## src/rtl/register_bank.sv

```systemverilog
// MIPS general-purpose register file with two combinational read ports, a write-first bypass,
// and a pending-write scoreboard that raises Stall on read-after-write hazards.
module register_bank #(
  parameter int DATA_WIDTH = 32,
  parameter int ADDR_WIDTH = 5
) (
  input  logic                  clk,
  input  logic                  reset,
  input  logic                  RegWrite,
  input  logic [ADDR_WIDTH-1:0] WriteReg,
  input  logic [DATA_WIDTH-1:0] WriteData,
  input  logic [ADDR_WIDTH-1:0] ReadReg1,
  input  logic [ADDR_WIDTH-1:0] ReadReg2,
  output logic [DATA_WIDTH-1:0] ReadData1,
  output logic [DATA_WIDTH-1:0] ReadData2,
  input  logic                  IssueValid,
  input  logic [ADDR_WIDTH-1:0] IssueDest,
  output logic                  Stall
);

  localparam int NUM_REGS = 1 << ADDR_WIDTH;

  // Flops rather than block RAM: the whole array must clear asynchronously.
  logic [DATA_WIDTH-1:0] regs_reg [NUM_REGS];
  logic [NUM_REGS-1:0]   pending_reg;
  logic [NUM_REGS-1:0]   pending_next;

  logic wr_en;
  logic issue_en;

  assign wr_en    = RegWrite && (WriteReg != '0);
  assign issue_en = IssueValid && (IssueDest != '0);

  always_ff @(posedge clk or posedge reset) begin
    if (reset) begin
      for (int i = 0; i < NUM_REGS; i++) begin
        regs_reg[i] <= '0;
      end
    end else if (wr_en) begin
      regs_reg[WriteReg] <= WriteData;
    end
  end

  // Clear first, then set, so a same-register set wins for the newer producer.
  always_comb begin
    pending_next = pending_reg;
    if (wr_en) begin
      pending_next[WriteReg] = 1'b0;
    end
    if (issue_en) begin
      pending_next[IssueDest] = 1'b1;
    end
    pending_next[0] = 1'b0;
  end

  always_ff @(posedge clk or posedge reset) begin
    if (reset) begin
      pending_reg <= '0;
    end else begin
      pending_reg <= pending_next;
    end
  end

  logic [1:0][ADDR_WIDTH-1:0] rd_addr;
  logic [1:0][DATA_WIDTH-1:0] rd_data;
  logic [1:0]                 hazard;

  assign rd_addr[0] = ReadReg1;
  assign rd_addr[1] = ReadReg2;

  generate
    for (genvar gi = 0; gi < 2; gi++) begin : g_read_port
      logic addr_nonzero;
      logic bypass_hit;

      assign addr_nonzero = (rd_addr[gi] != '0);
      assign bypass_hit   = RegWrite && (WriteReg == rd_addr[gi]);

      always_comb begin
        rd_data[gi] = '0;
        if (addr_nonzero) begin
          if (bypass_hit) begin
            rd_data[gi] = WriteData;
          end else begin
            rd_data[gi] = regs_reg[rd_addr[gi]];
          end
        end
      end

      // A writeback landing this cycle resolves the hazard through the bypass.
      assign hazard[gi] = addr_nonzero && pending_reg[rd_addr[gi]] && !bypass_hit;
    end
  endgenerate

  assign ReadData1 = rd_data[0];
  assign ReadData2 = rd_data[1];
  assign Stall     = |hazard;

endmodule

```

## config.mk

```make
export PLATFORM = sky130hd
export DESIGN_NAME = register_bank
export DESIGN_NICKNAME = d
export VERILOG_FILES = /design/src/rtl/register_bank.sv
export SDC_FILE = /design/constraint.sdc
export NUM_CORES = 2
export LEC_CHECK = 0
export BUFFER_PORTS_ARGS = -buffer_cell sky130_fd_sc_hd__buf_2
export CORE_UTILIZATION = 52
export DETAILED_ROUTE_END_ITERATION = 7
export PLACE_DENSITY = 0.8
export SETUP_SLACK_MARGIN = 0.02
export SYNTH_ARGS = -nofsm -noshare
export SYNTH_HDL_FRONTEND = slang
export SYNTH_SLANG_ARGS = --single-unit
```

## constraint.sdc

```tcl
create_clock -name clk -period 40 [get_ports clk]
set_input_delay 8 -clock clk [delete_from_list [all_inputs] [get_ports clk]]
set_output_delay 8 -clock clk [all_outputs]
set_load 0.03 [all_outputs]
```

==> run_results.csv <==
group,metric,value,unit
setup_path,reg2reg_from,"regs_reg[161]",
finish,num-fill-cells,8326,
global_route,overflow,0,
power,switching_share,28.1,%
sta,hold_viol,0,
setup_path,required,32000,ps
synth,syn_area,0.0573,sq mm
clock_network,cts_tree,"built",
finish,largest_reg_flops,1024,
status,status,"finished, final reports clean",
clock_network,cts_hold_buf,0,
floorplanning,io_pins,121,
global_route,grt_max_degree,182,
floorplanning,coreArea,0.109,sq mm
finish,final_layout_size_suffix_gt1_share,48.6,%
place,dp_hpwl,99.9,mm
floorplanning,die_x,334,um
global_route,grt_use_total,32.4,%
place,gp_congestion,0.859,
clock_network,htreeDepth,3,
power,switchingPower,0.881,mW
setup_path,crit_type,"in -> out",
synth,yosys_warnings,0,
route,final_antenna_net_count,0,
global_route,grt_pass1_wl,266,mm
sta,tns,0,ps
synth,ys_seq_area_share,46.1,%
clock_network,cts_inserted_buffers,108,
sta,rsz0062_at_grt,"false",
route,routed_wl,180,mm
setup_path,worstRegToRegCells,1,
route,post-route-drc-count,0,
setup_path,slowest_delay,830,ps
clock_network,clkSinkCount,1055,
clock_network,clockBufferDepth,3,
global_route,grt_pass1_vias,39400,
floorplanning,initial_core_util,52.5,%
sta,period_share,51.3,%
sta,final-setup-viol-count,0,
power,ir_worst_vdd,36.0,uV
route,wire_per_inst,33.3,um
synth,syn-num-nets,4065,
route,drtIter0Drc,5754,
synth,synth.distinct_cells,59,
floorplanning,die_y,334,um
hold_path,hp-class,"reg -> reg",
power,power_frac_comb,21.0,%
hold_path,whs_path_depth,0,
power,seq_power_share,45.5,%
power,powerDensity,50.5,mW/mm^2
sta,slew_headroom,14.3,%
clock_network,post-cts-setup-buffer-count,0,
setup_path,critPathMostFrequentCell,"buf_4",
synth,synth.area.top_cells,"dfrtp_1 46%, mux2_2 20%, mux4_2 18%",
route,vias,38900,
power,power,3.14,mW
power,clockPowerShare,33.5,%
synth,ys_top_cells_by_count,"1,055 x dfrtp_1, 1,038 x mux2_2, 446 x mux4_2",
route,viasPerCell,7.20,
clock_network,clkLatencyLatePin,710,ps
floorplanning,placement_rows,121,
sta,slew_viol_final,0,
synth,ys_seq_elements,1055,
setup_path,worstSetupStartpoint,"ReadReg1[0]",
setup_path,worst_ep_arrival_time,12520,ps
setup_path,critPathSlowestCell,"buf_4",
route,dr.pass1.iters,6,
power,intPower,2.26,mW
place,numPortBuffers,120,
synth,syn_inst,4009,
finish,syn2layout_area_growth,8.53,%
global_route,antenna_found_initial,14,
hold_path,worstHoldStart,"regs_reg[1001]",
synth,synth_top_cell_by_area,"dfrtp_1",
setup_path,start_kind,"primary input",
clock_network,cts_resized,0,
setup_path,crit_chain,"buf_8 > buf_4 > buf_4 > buf_4 > mux4_2 > mux2i_1 > a2111oi_0 > nor2_1 > a21oi_1 > buf_2",
setup_path,critPathCaptureType,"output port",
synth,synthFlopType,"dfrtp_1",
synth,synth_top_area_share,46.1,%
synth,synth_edf_count,0,
sta,skew,0,ps
sta,worst_pin_slew,1290,ps
clock_network,clk_pin_slew_worst_paths,60,ps
synth,syn_area_per_cell,14.3,sq um
sta,fin_crit,20520,ps
synth,async_flop_share,100,%
synth,synth.most_common_cell,"dfrtp_1",
run,cap_viol_max_count,0,
finish,fin_nets,3939,
setup_path,crit_path_max_fanout,48,
power,p_leak,27.1,nW
floorplanning,die_area,0.111,sq mm
clock_network,clockRootBuffer,"clkbuf_16",
sta,clock.fmax,48.7,MHz
-- stage by stage --
step / worst slack, ps / area, sq um / hold slack (ps) / cells / util (%)
CTS: 19550 / 62100 / 397 / 5389 / 57.0
global placement: 19510 / 58400 / 377 / 5187 / 53.6
finish: 19480 / 62200 / 397 / 5399 / 57.0
global route: 19170 / 62100 / 409 / 5392 / 57.0
detailed placement: 19590 / 58400 / 384 / 5187 / 53.6
floorplan: 2300 / 57300 / 441 / 4009 / -
-- power groups by stage --
| stage | Sequential (mW) | Clock, mW | Combinational, mW |
|---|---|---|---|
| global placement | 1.42 | 0 | 0.634 |
| detailed placement | 1.44 | 0 | 0.653 |
| finish | 1.43 | 1.05 | 0.661 |
| global route | 1.45 | 1.10 | 0.701 |
| CTS | 1.42 | 1.06 | 0.658 |
| floorplan | 1.39 | 0 | 0.532 |
-- critical path: cells and delay by family --
kind | cells | cell delay [ps]
AO/OA/AOI/OAI | 2 | 900
buffers and inverters | 5 | 2930
multiplexers | 2 | 430
AND/OR/NAND/NOR | 1 | 130
-- cell usage in the layout (no fill, tap or decap), types with 37 or more instances in the layout --
cell | synthesis | layout
nand3_1 | 52 | 47
mux4_2 | 446 | 446
buf_2 | 101 | 113
a22o_1 | 37 | 37
dfrtp_1 | 1055 | 1055
clkbuf_16 | 0 | 110
a221oi_1 | 72 | 72
o21ai_0 | 85 | 85
nor2_1 | 73 | 56
nand2_1 | 158 | 146
a21oi_1 | 51 | 50
a211oi_1 | 47 | 47
buf_4 | 32 | 91
mux2i_1 | 223 | 223
mux2_2 | 1038 | 1038
-- routing by layer --
metal	vias up	GRT usage [%]	wire length [um]
li1	15100	-	-
met1	20500	44.1	68000
met2	2657	47.7	80300
met3	586	9.70	22400
met4	18	15.4	9140
met5	-	0	102
-- final timing paths --
kind / to / slack, ps
hold reg to reg: regs_reg[1001] / 400
setup / recovery: ReadData1[28] / 19480
max in group asynchronous: regs_reg[372] / 26980
min in group asynchronous: regs_reg[47] / 7430
hold / removal: regs_reg[1001] / 400
setup reg to reg: regs_reg[161] / 39170
-- cell type report --
cell class	count	area (sq um)	share of cell area, %
multi-input combinational	2488	28800	46.4
inverter	19	81.3	0.131
antenna	10	25.0	0.0403
timing repair buffer	211	1370	2.20
clock inverter	39	419	0.674
sequential	1055	26400	42.5
clock buffer	163	3280	5.28
tap	1414	1770	2.85
-- kinds of logic after synthesis --
kind of cell | count (synthesis) | share of synthesized area, %
xor gates and xnor gates | 10 | 0.153
AOI/OAI and AO/OA | 390 | 4.81
buffers and inverters | 466 | 3.96
DFF | 1055 | 46.1
and+or+nand+nor | 379 | 3.05
muxes | 1709 | 41.9
No activity file was read; power rests on OpenSTA's default activity.
